## src/rtl/set_assoc_cache_if.sv

```systemverilog
// CPU request/response and main-memory signals of the set-associative cache.
// The slave modport is the cache side and the master modport is the CPU/memory side.
interface set_assoc_cache_if #(
    parameter int ADDR_WIDTH = 16,
    parameter int DATA_WIDTH = 8,
    parameter int LINE_WIDTH = 32,
    parameter int CNT_WIDTH  = 32
);
    logic [ADDR_WIDTH-1:0] addr;
    logic                  addr_en;
    logic                  is_rd;
    logic [DATA_WIDTH-1:0] wr_data;
    logic                  data_vld;
    logic [DATA_WIDTH-1:0] rd_data;
    logic                  data_vld_out;
    logic                  resp_vld;
    logic                  is_hit;
    logic                  cache_busy;
    logic [ADDR_WIDTH-1:0] addr_main;
    logic                  addr_main_rd_en;
    logic                  addr_main_wr_en;
    logic [LINE_WIDTH-1:0] data_main_wr;
    logic [LINE_WIDTH-1:0] data_main_rd;
    logic                  data_main_vld;
    logic [CNT_WIDTH-1:0]  hit_count;
    logic [CNT_WIDTH-1:0]  miss_count;

    modport slave (
        input  addr, addr_en, is_rd, wr_data, data_vld, data_main_rd, data_main_vld,
        output rd_data, data_vld_out, resp_vld, is_hit, cache_busy, addr_main,
               addr_main_rd_en, addr_main_wr_en, data_main_wr, hit_count, miss_count
    );

    modport master (
        output addr, addr_en, is_rd, wr_data, data_vld, data_main_rd, data_main_vld,
        input  rd_data, data_vld_out, resp_vld, is_hit, cache_busy, addr_main,
               addr_main_rd_en, addr_main_wr_en, data_main_wr, hit_count, miss_count
    );
endinterface

```

## src/rtl/set_assoc_cache.sv

```systemverilog
// N-way set-associative write-back, write-allocate cache with round-robin replacement,
// one outstanding request and saturating hit/miss counters.
module set_assoc_cache #(
    parameter int ADDR_WIDTH = 16,
    parameter int DATA_WIDTH = 8,
    parameter int LINE_WIDTH = 32,
    parameter int NUM_SETS   = 4,
    parameter int NUM_WAYS   = 2,
    parameter int CNT_WIDTH  = 32
) (
    input  logic             clk,
    input  logic             flush,
    set_assoc_cache_if.slave bus
);
    localparam int OFFSET_W = $clog2(LINE_WIDTH / DATA_WIDTH);
    localparam int INDEX_W  = $clog2(NUM_SETS);
    localparam int TAG_W    = ADDR_WIDTH - OFFSET_W - INDEX_W;
    localparam int WAY_W    = (NUM_WAYS > 1) ? $clog2(NUM_WAYS) : 1;

    typedef enum logic [2:0] {IDLE, LOOKUP, WRITEBACK, FILL, RESPOND} state_t;

    state_t                state_q, state_d;
    logic [ADDR_WIDTH-1:0] reqAddr_q;
    logic                  reqRd_q;
    logic [DATA_WIDTH-1:0] reqData_q;
    logic [WAY_W-1:0]      way_q;
    logic                  hit_q;
    logic [ADDR_WIDTH-1:0] addrMain_q;
    logic                  rdEn_q;
    logic                  wrEn_q;
    logic [LINE_WIDTH-1:0] dataMainWr_q;
    logic [CNT_WIDTH-1:0]  hitCnt_q;
    logic [CNT_WIDTH-1:0]  missCnt_q;

    logic [NUM_WAYS-1:0]   valid_q [NUM_SETS];
    logic [NUM_WAYS-1:0]   dirty_q [NUM_SETS];
    logic [WAY_W-1:0]      rr_q    [NUM_SETS];
    logic [TAG_W-1:0]      tag_q   [NUM_SETS][NUM_WAYS];
    logic [LINE_WIDTH-1:0] data_q  [NUM_SETS][NUM_WAYS];

    logic [OFFSET_W-1:0]   reqOff;
    logic [INDEX_W-1:0]    reqIdx;
    logic [TAG_W-1:0]      reqTag;
    logic                  lookupHit;
    logic [WAY_W-1:0]      lookupWay;
    logic                  victimFound;
    logic [WAY_W-1:0]      victimWay;
    logic                  accept;
    logic                  enterWb;
    logic                  enterFill;

    assign reqOff    = reqAddr_q[OFFSET_W-1:0];
    assign reqIdx    = reqAddr_q[OFFSET_W +: INDEX_W];
    assign reqTag    = reqAddr_q[ADDR_WIDTH-1 -: TAG_W];
    assign accept    = (state_q == IDLE) && bus.addr_en && (bus.is_rd || bus.data_vld);
    assign enterWb   = (state_d == WRITEBACK) && (state_q != WRITEBACK);
    assign enterFill = (state_d == FILL) && (state_q != FILL);

    // Tag compare across the set, plus the replacement choice: first invalid way, else RR pointer.
    always_comb begin
        lookupHit   = 1'b0;
        lookupWay   = '0;
        victimFound = 1'b0;
        victimWay   = rr_q[reqIdx];
        for (int w = 0; w < NUM_WAYS; w++) begin
            if (!lookupHit && valid_q[reqIdx][w] && (tag_q[reqIdx][w] == reqTag)) begin
                lookupHit = 1'b1;
                lookupWay = WAY_W'(w);
            end
            if (!victimFound && !valid_q[reqIdx][w]) begin
                victimFound = 1'b1;
                victimWay   = WAY_W'(w);
            end
        end
    end

    always_comb begin
        state_d = state_q;
        case (state_q)
            IDLE:      if (accept) state_d = LOOKUP;
            LOOKUP: begin
                if (lookupHit)
                    state_d = RESPOND;
                else if (valid_q[reqIdx][victimWay] && dirty_q[reqIdx][victimWay])
                    state_d = WRITEBACK;
                else
                    state_d = FILL;
            end
            WRITEBACK: if (bus.data_main_vld) state_d = FILL;
            FILL:      if (bus.data_main_vld) state_d = RESPOND;
            RESPOND:   state_d = IDLE;
            default:   state_d = IDLE;
        endcase
    end

    always_ff @(posedge clk) begin
        if (flush) begin
            state_q      <= IDLE;
            reqAddr_q    <= '0;
            reqRd_q      <= 1'b0;
            reqData_q    <= '0;
            way_q        <= '0;
            hit_q        <= 1'b0;
            addrMain_q   <= '0;
            rdEn_q       <= 1'b0;
            wrEn_q       <= 1'b0;
            dataMainWr_q <= '0;
            hitCnt_q     <= '0;
            missCnt_q    <= '0;
            for (int s = 0; s < NUM_SETS; s++) begin
                valid_q[s] <= '0;
                dirty_q[s] <= '0;
                rr_q[s]    <= '0;
            end
        end else begin
            state_q <= state_d;
            rdEn_q  <= enterFill;
            wrEn_q  <= enterWb;
            if (accept) begin
                reqAddr_q <= bus.addr;
                reqRd_q   <= bus.is_rd;
                reqData_q <= bus.wr_data;
            end
            if (state_q == LOOKUP) begin
                hit_q <= lookupHit;
                way_q <= lookupHit ? lookupWay : victimWay;
            end
            if (enterWb) begin
                addrMain_q   <= {tag_q[reqIdx][victimWay], reqIdx, {OFFSET_W{1'b0}}};
                dataMainWr_q <= data_q[reqIdx][victimWay];
            end
            if (enterFill)
                addrMain_q <= {reqTag, reqIdx, {OFFSET_W{1'b0}}};
            if ((state_q == WRITEBACK) && bus.data_main_vld)
                valid_q[reqIdx][way_q] <= 1'b0;
            if ((state_q == FILL) && bus.data_main_vld) begin
                valid_q[reqIdx][way_q] <= 1'b1;
                dirty_q[reqIdx][way_q] <= 1'b0;
                rr_q[reqIdx] <= (rr_q[reqIdx] == WAY_W'(NUM_WAYS - 1)) ? '0 : rr_q[reqIdx] + 1'b1;
            end
            if (state_q == RESPOND) begin
                if (!reqRd_q)
                    dirty_q[reqIdx][way_q] <= 1'b1;
                if (hit_q && (hitCnt_q != '1))
                    hitCnt_q <= hitCnt_q + 1'b1;
                if (!hit_q && (missCnt_q != '1))
                    missCnt_q <= missCnt_q + 1'b1;
            end
        end
    end

    // Line storage needs no reset: valid bits gate every use of tag and data.
    always_ff @(posedge clk) begin
        if (!flush) begin
            if ((state_q == FILL) && bus.data_main_vld) begin
                tag_q[reqIdx][way_q]  <= reqTag;
                data_q[reqIdx][way_q] <= bus.data_main_rd;
            end
            if ((state_q == RESPOND) && !reqRd_q)
                data_q[reqIdx][way_q][int'(reqOff) * DATA_WIDTH +: DATA_WIDTH] <= reqData_q;
        end
    end

    assign bus.cache_busy      = (state_q != IDLE);
    assign bus.resp_vld        = (state_q == RESPOND);
    assign bus.is_hit          = (state_q == RESPOND) && hit_q;
    assign bus.data_vld_out    = (state_q == RESPOND) && reqRd_q;
    assign bus.rd_data         = bus.data_vld_out ?
                                 data_q[reqIdx][way_q][int'(reqOff) * DATA_WIDTH +: DATA_WIDTH] : '0;
    assign bus.addr_main       = addrMain_q;
    assign bus.addr_main_rd_en = rdEn_q;
    assign bus.addr_main_wr_en = wrEn_q;
    assign bus.data_main_wr    = dataMainWr_q;
    assign bus.hit_count       = hitCnt_q;
    assign bus.miss_count      = missCnt_q;
endmodule

```

## src/flat_wrapper.sv

```systemverilog
// flat-port wrapper written by rule: the top's interface ports become plain ports
module set_assoc_cache_flat 
#(
    parameter int ADDR_WIDTH = 16,
    parameter int DATA_WIDTH = 8,
    parameter int LINE_WIDTH = 32,
    parameter int NUM_SETS   = 4,
    parameter int NUM_WAYS   = 2,
    parameter int CNT_WIDTH  = 32
)
  (clk, flush, bus_addr, bus_addr_en, bus_is_rd, bus_wr_data, bus_data_vld, bus_data_main_rd, bus_data_main_vld, bus_rd_data, bus_data_vld_out, bus_resp_vld, bus_is_hit, bus_cache_busy, bus_addr_main, bus_addr_main_rd_en, bus_addr_main_wr_en, bus_data_main_wr, bus_hit_count, bus_miss_count);
  set_assoc_cache_if #(.ADDR_WIDTH(ADDR_WIDTH), .DATA_WIDTH(DATA_WIDTH), .LINE_WIDTH(LINE_WIDTH), .CNT_WIDTH(CNT_WIDTH)) bus_i ();
  input  logic clk;
  input  logic flush;
  input wire logic [$bits(bus_i.addr)-1:0] bus_addr;
  input wire logic [$bits(bus_i.addr_en)-1:0] bus_addr_en;
  input wire logic [$bits(bus_i.is_rd)-1:0] bus_is_rd;
  input wire logic [$bits(bus_i.wr_data)-1:0] bus_wr_data;
  input wire logic [$bits(bus_i.data_vld)-1:0] bus_data_vld;
  input wire logic [$bits(bus_i.data_main_rd)-1:0] bus_data_main_rd;
  input wire logic [$bits(bus_i.data_main_vld)-1:0] bus_data_main_vld;
  output wire logic [$bits(bus_i.rd_data)-1:0] bus_rd_data;
  output wire logic [$bits(bus_i.data_vld_out)-1:0] bus_data_vld_out;
  output wire logic [$bits(bus_i.resp_vld)-1:0] bus_resp_vld;
  output wire logic [$bits(bus_i.is_hit)-1:0] bus_is_hit;
  output wire logic [$bits(bus_i.cache_busy)-1:0] bus_cache_busy;
  output wire logic [$bits(bus_i.addr_main)-1:0] bus_addr_main;
  output wire logic [$bits(bus_i.addr_main_rd_en)-1:0] bus_addr_main_rd_en;
  output wire logic [$bits(bus_i.addr_main_wr_en)-1:0] bus_addr_main_wr_en;
  output wire logic [$bits(bus_i.data_main_wr)-1:0] bus_data_main_wr;
  output wire logic [$bits(bus_i.hit_count)-1:0] bus_hit_count;
  output wire logic [$bits(bus_i.miss_count)-1:0] bus_miss_count;
  assign bus_i.addr = bus_addr;
  assign bus_i.addr_en = bus_addr_en;
  assign bus_i.is_rd = bus_is_rd;
  assign bus_i.wr_data = bus_wr_data;
  assign bus_i.data_vld = bus_data_vld;
  assign bus_i.data_main_rd = bus_data_main_rd;
  assign bus_i.data_main_vld = bus_data_main_vld;
  assign bus_rd_data = bus_i.rd_data;
  assign bus_data_vld_out = bus_i.data_vld_out;
  assign bus_resp_vld = bus_i.resp_vld;
  assign bus_is_hit = bus_i.is_hit;
  assign bus_cache_busy = bus_i.cache_busy;
  assign bus_addr_main = bus_i.addr_main;
  assign bus_addr_main_rd_en = bus_i.addr_main_rd_en;
  assign bus_addr_main_wr_en = bus_i.addr_main_wr_en;
  assign bus_data_main_wr = bus_i.data_main_wr;
  assign bus_hit_count = bus_i.hit_count;
  assign bus_miss_count = bus_i.miss_count;
  set_assoc_cache #(.ADDR_WIDTH(ADDR_WIDTH), .DATA_WIDTH(DATA_WIDTH), .LINE_WIDTH(LINE_WIDTH), .NUM_SETS(NUM_SETS), .NUM_WAYS(NUM_WAYS), .CNT_WIDTH(CNT_WIDTH)) u_core (.clk(clk), .flush(flush), .bus(bus_i));
endmodule
```

## config.mk

```make
export PLATFORM = sky130hd
export DESIGN_NAME = set_assoc_cache_flat
export DESIGN_NICKNAME = d
export VERILOG_FILES = /design/src/rtl/set_assoc_cache_if.sv /design/src/rtl/set_assoc_cache.sv /design/src/flat_wrapper.sv
export SDC_FILE = /design/constraint.sdc
export NUM_CORES = 1
export LEC_CHECK = 0
export CORE_ASPECT_RATIO = 0.6
export CORE_UTILIZATION = 40
export DETAILED_ROUTE_END_ITERATION = 7
export SETUP_SLACK_MARGIN = 0.5
export SYNTH_ARGS = -nofsm -noshare
export SYNTH_HDL_FRONTEND = slang
export SYNTH_SLANG_ARGS = --single-unit
export TNS_END_PERCENT = 5
```

## constraint.sdc

```tcl
create_clock -name clk -period 8.63 [get_ports clk]
set_input_delay 2.589 -clock clk [delete_from_list [all_inputs] [get_ports clk]]
set_output_delay 2.589 -clock clk [all_outputs]
set_load 0.1 [all_outputs]
```

* Word-level counts from Yosys, hierarchy flattened
Memories as Yosys holds them, arrays and structs flattened. A register that Yosys moved wholly into a read port is not among the register bits.
Index checks and enable logic that the tools add are counted.
** Storage, ports and cells
- Bits in latches :: 0
- Memories :: 5
- Bits in registers :: 142
- Bits in writable memories :: 372
- Word-level logic and storage cells :: 285
- Bits in read-only memories :: 0
** Memory list
- u_core.data_q :: words 4, width 64, read ports 1, clocked after memory_dff 1, wr ports 1, RTL line set_assoc_cache.sv:39 : logic [LINE_WIDTH-1:0] data_q [NUM_SETS][NUM_WAYS];
- u_core.tag_q :: words 4, width 24, read ports 1, clocked after memory_dff 1, wr ports 1, RTL line set_assoc_cache.sv:38 : logic [TAG_W-1:0] tag_q [NUM_SETS][NUM_WAYS];
- u_core.dirty_q :: words 4, width 2, read ports 1, clocked after memory_dff 1, wr ports 4, RTL line set_assoc_cache.sv:36 : logic [NUM_WAYS-1:0] dirty_q [NUM_SETS];
- u_core.valid_q :: words 4, width 2, read ports 1, clocked after memory_dff 1, wr ports 4, RTL line set_assoc_cache.sv:35 : logic [NUM_WAYS-1:0] valid_q [NUM_SETS];
- u_core.rr_q :: words 4, width 1, read ports 1, clocked after memory_dff 1, wr ports 4, RTL line set_assoc_cache.sv:37 : logic [WAY_W-1:0] rr_q [NUM_SETS];
** Cells by class
- Order comparisons :: 6
- Reductions and logical operators :: 31
- Eq/ne operators :: 12
- Shift operators :: 3
- Multiplexer cells :: 142
- Multipliers :: 0
- Bitwise gates (word level) :: 70
- Add/subtract/negate cells :: 4
- Divide/modulo/power cells :: 0
** Operators by type and width (count)
- 32-bit two-way mux :: 8
- 64-bit two-way mux :: 2
- 1-bit two-way mux :: 95
- 1-bit bitwise OR :: 68
- 32-bit by 1-bit adder with 32-bit output, second input constant :: 2
- 32-bit demux with 1-bit select :: 2
- 32-bit != test, second input constant :: 2
- 12-bit two-way mux :: 4
- 2-bit two-way mux :: 20
- 5-bit negator with 33-bit output :: 1
- 8-bit by 33-bit variable shift with 32-bit output, first input constant :: 1
- 8-bit by 33-bit indexed part select with 32-bit output :: 1
- 16-bit two-way mux :: 2
- 32-bit by 6-bit indexed part select with 8-bit output :: 1
- 12-bit == test :: 2
- 24-bit two-way mux :: 1
- 1-bit logical AND :: 18
- 12-bit demux with 1-bit select :: 1
- 3-bit by 2-bit == test with 1-bit output, second input constant :: 4
- 3-bit two-way mux :: 4
- 3-bit case mux with 4 select lines :: 1
- 8-bit two-way mux :: 1
- 3-bit by 2-bit != test with 1-bit output, second input constant :: 2
- 2-bit >= comparator, second input constant :: 2
- 16 further kinds :: 23

* Depth between registers and ports, before layout
Gate-level depths: netlist of run 1.
- Word-level depth :: 13
- Depth in mapped cells :: 11
- Gate-level depth less buffers :: 8

* Worst setup path before layout of run 1
Ideal clock, no wire load.
- Path kind :: flip-flop to output port
- From :: register u_core.state_q[0]
- To :: output port bus_rd_data[0]
- Path buffers :: 1
- Path slack :: 2.564 ns
- Stages on the path, launching flop included :: 6
- Arrival :: 3.477 ns
- Cells stage by stage :: dfxtp_1 -> clkbuf_1 -> or3b_2 -> inv_1 -> nand2_1 -> a21oi_1
** Between the ends
- Cells in the longest elaborated chain, start to end :: 3
** Ends and longest elaborated chain
- start, declared :: RTL line set_assoc_cache.sv:22 : state_t state_q, state_d;
- start signal, assigned :: RTL line set_assoc_cache.sv:116 : state_q <= state_d;
- 3-bit == test
- named net bus_resp_vld :: RTL line flat_wrapper.sv:24 : output wire logic [$bits(bus_i.resp_vld)-1:0] bus_resp_vld;
- 1-bit logical AND :: RTL line set_assoc_cache.sv:167 : assign bus.data_vld_out = (state_q == RESPOND) && reqRd_q;
- 8-bit two-way mux :: RTL line set_assoc_cache.sv:168 : assign bus.rd_data = bus.data_vld_out ?
- end, declared :: RTL line flat_wrapper.sv:22 : output wire logic [$bits(bus_i.rd_data)-1:0] bus_rd_data;
The timed path passes the listed nets, and every way through them passes these cells.

==> results of run 1 <==
[worst register-to-register path, cell delays in order (launching register included)]
cell and delay [ps]:
dfxtp_4 980, buf_4 680, mux4_2 450, nand2b_1 180, nand2_2 220, buf_4 720
mux4_2 620, mux2_2 280, and3_1 190, a221o_1 260
[path summary, 6_finish.rpt]
| kind | end | cells past startpoint | slack [ps] |
|---|---|---|---|
| worst min register to register | u_core.reqData_q[1]$_SDFFE_PP0P_ | 2 | 490 |
| worst min-delay path | u_core.reqData_q[1]$_SDFFE_PP0P_ | 2 | 490 |
| worst max-delay path | bus_rd_data[7] | 6 | 1850 |
| worst max register to register | u_core.bus.addr_main[5]$_SDFFE_PP0P_ | 9 | 3960 |
[synth_stat cells (all sizes together) (34+ instances only)]
library cell / count
nor2: 164
nand2: 188
buf: 34
o31ai: 49
mux4: 117
mux2i: 36
edfxtp: 372
xnor2: 37
a21oi: 52
o21ai: 39
dfxtp: 144
clkbuf: 60
xor2: 40
[area by class of cell]
class                   instances  area [um2]  share of cell area
clock buffers                  69        1380              0.0527
inverters                      21        78.8             0.00301
well taps                     714         893              0.0341
clock inverters                21         219             0.00836
multi-input cells             952        7560               0.289
repair buffers                203        1980              0.0758
flip-flops and latches        516       14100               0.537
[per-layer routing]
layer,track usage,vias to the layer above,part of all wire
li1,-,6319,-
met1,0.318,7206,0.46
met2,0.301,578,0.43
met3,0.0594,66,0.10
met4,0.0408,0,0.015
met5,0,-,0
[sequential cells by signal, indices dropped and copies added, names as in the netlist, 14 cells and up, named ones only]
register / count
u_core.data_q: 256
u_core.tag_q: 96
u_core.bus.data_main_wr: 32
u_core.bus.hit_count: 32
u_core.bus.miss_count: 32
u_core.reqAddr_q: 16
u_core.bus.addr_main: 14
[power groups by stage]
stage / combinational (mW) / clock, mW / sequential, mW
floorplan: 0.349 / 0 / 2.80
global placement: 0.532 / 0 / 2.79
detailed placement: 0.536 / 0 / 2.79
CTS: 0.538 / 2.21 / 2.74
global route: 0.572 / 2.31 / 2.74
finish: 0.537 / 2.19 / 2.74
[cells by family (layout without fill, tap and decap cells)]
logic type,after synthesis,in the layout,share of synthesized area
fa+ha+maj,7,7,0.00397
mux,166,166,0.142
buf+inv,115,314,0.0223
flops,516,516,0.636
simple gates,498,498,0.104
xor+xnor,77,77,0.0305
compound gates,202,202,0.0606
other cells,1,2,0.000170
[cell usage in the layout (no fill, tap or decap), drive strengths merged, types with 3 or more instances in the layout]
master / netlist / layout
o31ai: 49 / 49
nor4: 5 / 5
a221o: 11 / 11
nand4: 24 / 24
o21ai: 39 / 39
mux2i: 36 / 36
and2: 4 / 4
buf: 34 / 19
and4: 14 / 14
or3: 13 / 13
clkbuf: 60 / 69
xor2: 40 / 40
a21oi: 52 / 52
mux4: 117 / 117
xnor2: 37 / 37
nand2: 188 / 188
clkdlybuf4s50: 0 / 184
nor2b: 4 / 4
clkinv: 3 / 17
a211oi: 32 / 32
dfxtp: 144 / 144
nand2b: 15 / 15
and3: 31 / 31
a21o: 3 / 3
edfxtp: 372 / 372
nand3: 28 / 28
nor2: 164 / 164
mux2: 13 / 13
ha: 7 / 7
inv: 18 / 20
bufinv: 0 / 4
[per-stage QoR]
stage	setup WS (ps)	instances	cell area [um2]	util
floorplan	2560	1583	22100	-
global placement	2410	2406	24600	0.452
detailed placement	2390	2406	24600	0.452
CTS	1750	2496	26200	0.482
global route	1630	2496	26200	0.482
finish	1850	2496	26200	0.482
==> summary.txt, run 1 <==
Die
  • Die Y-Extent: 184 um
  • Num rows: 66
  • I/O pins: 188
  • Area of the die: 0.0562 mm2
  • Core box area: 0.0543 mm2
  • Starting Density: 0.406
  • Die width: 305 um

Finish
  • Antenna cells: 0
  • Nets: 1812
  • Total of fill cells in the finished design: 4679
  • P&R area growth vs syn: 18.5%
  • Share of cells above drive strength 1: 0.136

Detailed routing
  • Drt drc: 0
  • TritonRoute pass-1 iters: 5
  • WL per Instance: 24.0 um
  • Initial drt markers: 1338
  • DRT Wirelength: 59800 um
  • Antenna violation net count after detailed routing: 0
  • Vias per cell: 5.68
  • Vias: 14200

STA
  • Worst slew pin tran: 1270 ps
  • Slew headroom: 0.150
  • Fin crit share: 0.785
  • Final slew viol count: 0
  • Final setup vio count: 0
  • Hold slack: 495 ps
  • Final min period: 6780 ps
  • Hold Fails Final Rpt: 0
  • RSZ-0062 raised after global routing: false
  • Setup TNS: 0 ps
  • Skew final: 35.4 ps
  • Max Freq: 148 MHz

Synthesis
  • Ys Warns: 0
  • Post-synth top area cell: edfxtp_1
  • Synth cell types: 56
  • EDFF count, synth: 372
  • Synth async-reset ratio: 0
  • Synth Register Bits: 516
  • Syn avg cell area: 14.0 um2
  • Top cells by area, synth: edfxtp_1, dfxtp_1, mux4_2
  • Post-synth top area share: 0.506
  • Seq/Total Area, Yosys: 0.636
  • Main synth FF type: edfxtp_1
  • Syn Inst Count: 1582
  • Post-Syn Area: 0.0221 mm2

Clock network
  • CTS Buf Count: 49
  • Clock Pin Slew Worst Setup and Hold Paths: 70 ps
  • CTS tree: done
  • Clk buf depth: 3
  • H-tree depth: 2
  • CTS root buf: clkbuf_16
  • Clk_lat worst skew: 590 ps
  • Sink Count: 516
  • CTS resizes: 0
  • Post-CTS Setup Bufs: 0
  • # hold bufs at CTS: 0

Place
  • DP Wirelength: 40300 um
  • Global placer's final weighted congestion: 0.825
  • I/O Buffers: 185

Global routing
  • Initial antenna violation count: 1
  • Largest net degree at the start of global routing: 82
  • Grt total ovfl: 0
  • First-pass GRT wire length: 88200 um
  • Vias in the first global route: 13500
  • GR Util All Layers: 0.210

Setup path
  • Critical path arrival: 4190 ps
  • Slowest stage delay, CP: 1020 ps
  • Crit-path leading delay family: buffers and inverters
  • Critical-path cell list: buf_4 > mux4_2 > mux4_2 > nand2_1 > a21oi_1 > clkdlybuf4s50_1
  • Crit path kind: flop to primary output
  • Worst path required time: 6040 ps
  • CP Buf/Inv Count: 2
  • Most frequent CP cell: mux4_2
  • Crit-path max FO: 28
  • CP Capture Type: primary output
  • CP Launch Type: flop
  • Critical-path top delay cell: clkdlybuf4s50_1

Power and ir drop
  • Leak pwr: 8.62 nW
  • NetSw: 1.33 mW
  • Sw frac: 0.243
  • Pwr/cell area: 209 mW/mm2
  • Internal: 4.13 mW
  • Clock power share: 0.401
  • Combinational share of power: 0.098
  • Total power: 5.46 mW
  • Maximum VDD drop: 0.000137 V
  • Reg power frac: 0.501

Job
  • # Max-Cap Violations: 0

Worst hold path
  • Worst Hold Launch: u_core.reqData_q[1]$_SDFFE_PP0P_
  • Hold WC Path Type: flop to flop

Outcome
  • Status: finished, final reports clean
Note: power is estimated with default switching activity, not from simulation.
==> run 2, diff against run 1 <==
- clock period: 8.63 -> 6.9 ns (I/O delays scaled with it)
==> run 2 against run 1 <==
  * Global-route usage about the same
  * Core utilization up 0.10 points
  * Sequential cell count unchanged
  * Largest cell class unchanged
  * Worst hold slack worse by 6.6 ps
  * Power up 26%
  * Clock skew up 3.9 ps
  * Setup slack worse by 980 ps
  * Clock-buffer cell count down 11
  * First-iteration DRC count up 13%
  * Register-to-register slack worse by 1600 ps
  * Via count down 0.17%
==> summary.txt, run 2 (synthesis gave the netlist of run 1 again) <==
STA
  • Slew headroom: 0.159
  • Setup TNS: 0 ps
  • Final min period: 6030 ps
  • Hold slack: 488 ps
  • Hold Fails Final Rpt: 0
  • Worst slew pin tran: 1260 ps
  • Final setup vio count: 0
  • Skew final: 39.4 ps
  • Final slew viol count: 0
  • Max Freq: 166 MHz
  • RSZ-0062 raised after global routing: false
  • Fin crit share: 0.874

Setup path
  • Critical-path top delay cell: clkdlybuf4s50_1
  • Crit-path leading delay family: buffers and inverters
  • Slowest stage delay, CP: 1000 ps
  • Crit path kind: flop to primary output
  • CP Launch Type: flop
  • Worst path required time: 4830 ps
  • Crit-path max FO: 18
  • Critical-path cell list: buf_4 > mux4_2 > mux4_2 > nand2_1 > a21oi_1 > clkdlybuf4s50_1
  • CP Capture Type: primary output
  • Critical path arrival: 3960 ps
  • CP Buf/Inv Count: 2
  • Most frequent CP cell: mux4_2

Finish
  • Commonest cells after routing, fill and taps aside: edfxtp_1, nand2_1, clkdlybuf4s50_1, nor2_1, dfxtp_1
  • Nets: 1816
  • P&R area growth vs syn: 18.8%
  • Share of cells above drive strength 1: 0.132
  • Commonest non-fill, non-tap cell in the layout: edfxtp_1
  • Max reg flops: 256
  • Top Registers: u_core.data_q: 256 flops, u_core.tag_q: 96 flops
  • Reg with most FFs: u_core.data_q

Power and ir drop
  • Leak pwr: 8.64 nW
  • Pwr/cell area: 261 mW/mm2
  • Maximum VDD drop: 0.000199 V

Die
  • Die width: 305 um
  • Num rows: 66
  • Area of the die: 0.0562 mm2
  • I/O pins: 188
  • Starting Density: 0.406
  • Die Y-Extent: 184 um
  • Core box area: 0.0543 mm2

Clock network
  • CTS resizes: 0
  • Post-CTS Setup Bufs: 0
  • H-tree depth: 2
  • Clk buf depth: 3
  • Clk_lat worst skew: 600 ps
  • Sink Count: 516
  • CTS tree: done
  • Clock Pin Slew Worst Setup and Hold Paths: 60 ps
  • CTS root buf: clkbuf_16
  • CTS Buf Count: 49
  • # hold bufs at CTS: 0

Global routing
  • Grt total ovfl: 0
  • Vias in the first global route: 13500
  • Initial antenna violation count: 2
  • Largest net degree at the start of global routing: 87
  • GR Util All Layers: 0.210
  • First-pass GRT wire length: 87700 um

Place
  • I/O Buffers: 185
  • DP Wirelength: 41100 um
  • Global placer's final weighted congestion: 0.855

Detailed routing
  • WL per Instance: 23.9 um
  • DRT Wirelength: 59700 um
  • Vias per cell: 5.66
  • Initial drt markers: 1513
  • Vias: 14100
  • Antenna violation net count after detailed routing: 0
  • TritonRoute pass-1 iters: 5
  • Drt drc: 0

Outcome
  • Status: finished, final reports clean

Worst hold path
  • Hold WC Path Type: flop to flop

Job
  • # Max-Cap Violations: 0
==> run 2: cell types whose count changed in the layout (fill, tap and decap cells not counted), moves of 2 or more <==
| cell | delta |
|---|---|
| nor2_1 | +2 |
| inv_6 | -2 |
| clkinv_2 | -2 |
| clkbuf_1 | -4 |
| clkbuf_8 | -6 |
| bufinv_16 | +2 |
| clkbuf_4 | -2 |
| nor2_2 | -2 |
| clkinv_4 | -2 |
| buf_4 | +3 |
| clkinv_1 | +12 |
==> run 2: final timing paths <==
kind	startpoint	slack [ps]	endpoint	cells after the start
worst max-delay path	flop	870	bus_rd_data[6]	6
worst min-delay path	u_core.bus.addr_main[15]$_SDFFE_PP0P_	490	u_core.bus.addr_main[15]$_SDFFE_PP0P_	1
worst max register to register	flop	2340	u_core.bus.data_main_wr[24]$_SDFFE_PP0P_	9
worst min register to register	u_core.bus.addr_main[15]$_SDFFE_PP0P_	490	u_core.bus.addr_main[15]$_SDFFE_PP0P_	1
==> run 2: layout make-up <==
type                            instances  area [um2]
Clock buffer                           58        1290
Multi-Input combinational cell        952        7560
Tap cell                              714         893
Sequential cell                       516       14100
Inverter                               21        78.8
Antenna cell                            1        2.50
Fill cell                            4687       28100
Timing Repair Buffer                  207        2030
Clock inverter                         32         323
==> run 2: metrics by stage <==
stage	cells	area, um2	util	worst slack, ps	power, mW
6_report	2501	26200	0.483	870	6.86
5_1_grt	2501	26200	0.483	674	7.07
4_1_cts	2500	26200	0.483	779	6.91
3_5_place_dp	2410	24600	0.453	1410	4.17
3_3_place_gp	2410	24600	0.453	1450	4.16
2_1_floorplan	1583	22100	-	1350	3.94
==> run 2: power by group <==
| part | internal, mW | switching [mW] | total (mW) | leakage, nW |
|---|---|---|---|---|
| Sequential | 3.36 | 0.0646 | 3.42 | 4.55 |
| Combinational | 0.270 | 0.413 | 0.683 | 3.30 |
| Clock | 1.56 | 1.19 | 2.75 | 0.784 |
==> run 2: layer usage <==
layer | part of all wire | GRT usage | vias to the layer above | routed length, um
li1 | - | - | 6338 | -
met1 | 0.46 | 0.316 | 7121 | 27500
met2 | 0.42 | 0.296 | 599 | 25000
met3 | 0.099 | 0.0622 | 87 | 5890
met4 | 0.021 | 0.0501 | 0 | 1270
met5 | 0 | 0 | - | 0
==> edit (flow settings as in run 2) <==
`DATA_WIDTH` is set to 8 in 3 places; all go to 16.
--- a/src/rtl/set_assoc_cache_if.sv
+++ b/src/rtl/set_assoc_cache_if.sv
@@ -3,5 +3,5 @@
 interface set_assoc_cache_if #(
     parameter int ADDR_WIDTH = 16,
-    parameter int DATA_WIDTH = 8,
+    parameter int DATA_WIDTH = 16,
     parameter int LINE_WIDTH = 32,
     parameter int CNT_WIDTH  = 32
--- a/src/rtl/set_assoc_cache.sv
+++ b/src/rtl/set_assoc_cache.sv
@@ -3,5 +3,5 @@
 module set_assoc_cache #(
     parameter int ADDR_WIDTH = 16,
-    parameter int DATA_WIDTH = 8,
+    parameter int DATA_WIDTH = 16,
     parameter int LINE_WIDTH = 32,
     parameter int NUM_SETS   = 4,
--- a/src/flat_wrapper.sv
+++ b/src/flat_wrapper.sv
@@ -3,5 +3,5 @@
 #(
     parameter int ADDR_WIDTH = 16,
-    parameter int DATA_WIDTH = 8,
+    parameter int DATA_WIDTH = 16,
     parameter int LINE_WIDTH = 32,
     parameter int NUM_SETS   = 4,
Interface: changed (resized bus_rd_data and bus_wr_data); port bits go from 188 to 204. The function was not compared with the original's and may differ.
==> edit against run 2 <==
- total power up 4.8%
- synthesized area up 2.0%
- cell area up 3.5%
- cell count up 2.7%
- combinational power down 2%
- utilization up 1.1 points
- setup slack better by 0.048 ns
- wire length up 12%
- sequential cell count up 17
- largest cell class unchanged
- largest power group unchanged
- highest routed layer is now met5
==> edit: results (changes against run 2) <==
Vias per std cell = 5.68 (was 5.66)
Worst-skew pair later-pin latency = 0.58 ns (was 0.60 ns)
RD Place Congestion = 0.854 (was 0.855)
DP HPWL = 43800 um (was 41100 um)
Outcome = finished clean (unchanged)
Cts bufs inserted = 51 (was 49)
DP Area = 25400 um^2 (was 24600 um^2)
DRT met1 WL = 30800 um (was 27500 um)
P_leak = 0.00877 uW (was 0.00864 uW)
GRT Util Overall = 0.235 (was 0.210)
Clock-net power = 2960 uW (was 2750 uW)
Via count = 14593 (was 14145)
Critical path's top delay family = flip-flops (was buffers and inverters)
Metal2 WL = 29000 um (was 25000 um)
CP max FO = 68 (was 18)
Initial antenna violation count = 4 (was 2)
Post-CTS setup buffers = 0 (unchanged)
Int Pwr = 5460 uW (was 5190 uW)
Synth warn = 0 (unchanged)
Final hold slack = 0.458 ns (was 0.488 ns)
DR top layer = met5 (was met4)
Number of distinct library cells after synthesis = 52 (was 56)
Inst Count DP = 2472 (was 2410)
Commonest cells in the netlist = edfxtp_1 (380), nand2_1 (204), dfxtp_1 (153), nor2_1 (143), mux4_2 (121) (was edfxtp_1 (372), nand2_1 (187), nor2_1 (164), dfxtp_1 (144), mux4_2 (117))
Combinational power = 669 uW (was 683 uW)
Nets = 1849 (was 1816)
Peak VDD IR = 0.000233 V (was 0.000199 V)
Sequential share of the synthesized area = 0.642 (was 0.636)
Met1 Track Usage GR = 0.362 (was 0.316)
Port bufs = 202 (was 185)
Reg2reg setup slack = 2.10 ns (was 2.34 ns)
1st-pass router iterations = 6 (was 5)
Share of cells above drive strength 1 = 0.176 (was 0.132)
Share of the synthesized area in the top cell type = 0.506 (about the same)
Vias in the first global route = 13973 (was 13451)
Initial drt markers = 1649 (was 1513)
Worst slack, placed = 1.53 ns (was 1.41 ns)
EDFF count, synth = 380 (was 372)
Hold depth = 2 (was 1)
CP arrival = 3.91 ns (was 3.96 ns)
Clk_skew = 0.0226 ns (was 0.0394 ns)
Synth top area cells = edfxtp_1 (51%), dfxtp_1 (14%), mux4_2 (12%) (was edfxtp_1 (51%), dfxtp_1 (13%), mux4_2 (12%))
Met3 WL = 6590 um (was 5890 um)
Max incr delay on CP = 1.04 ns (was 1.00 ns)
First-pass GRT wire length = 97200 um (was 87700 um)
## edit: path summary, 6_finish.rpt
kind | startpoint | to
worst min register to register | u_core.bus.addr_main[2] | u_core.bus.addr_main[2]
worst min-delay path | u_core.bus.addr_main[2] | u_core.bus.addr_main[2]
worst max-delay path | flip-flop | bus_rd_data[14]
worst max register to register | flip-flop | u_core.bus.addr_main[13]
## edit: kinds of logic after synthesis
logic type | share of synthesized area
flip-flops | 0.642
AND/OR/NAND/NOR | 0.100
multiplexers | 0.158
AO/OA/AOI/OAI | 0.0458
buffers and inverters | 0.0225
XOR/XNOR | 0.0295
adder cells (fa/ha/maj) | 0.00111
other | 0.000166
## edit: cell type report
class                           count  area, um^2
Fill cell                        4666       27800
Sequential cell                   533       14500
Multi-Input combinational cell    930        7580
Timing Repair Buffer              237        2290
Clock buffer                       66        1440
Tap cell                          748         936
Clock inverter                     29         319
Inverter                           24        90.1
Antenna cell                        1        2.50
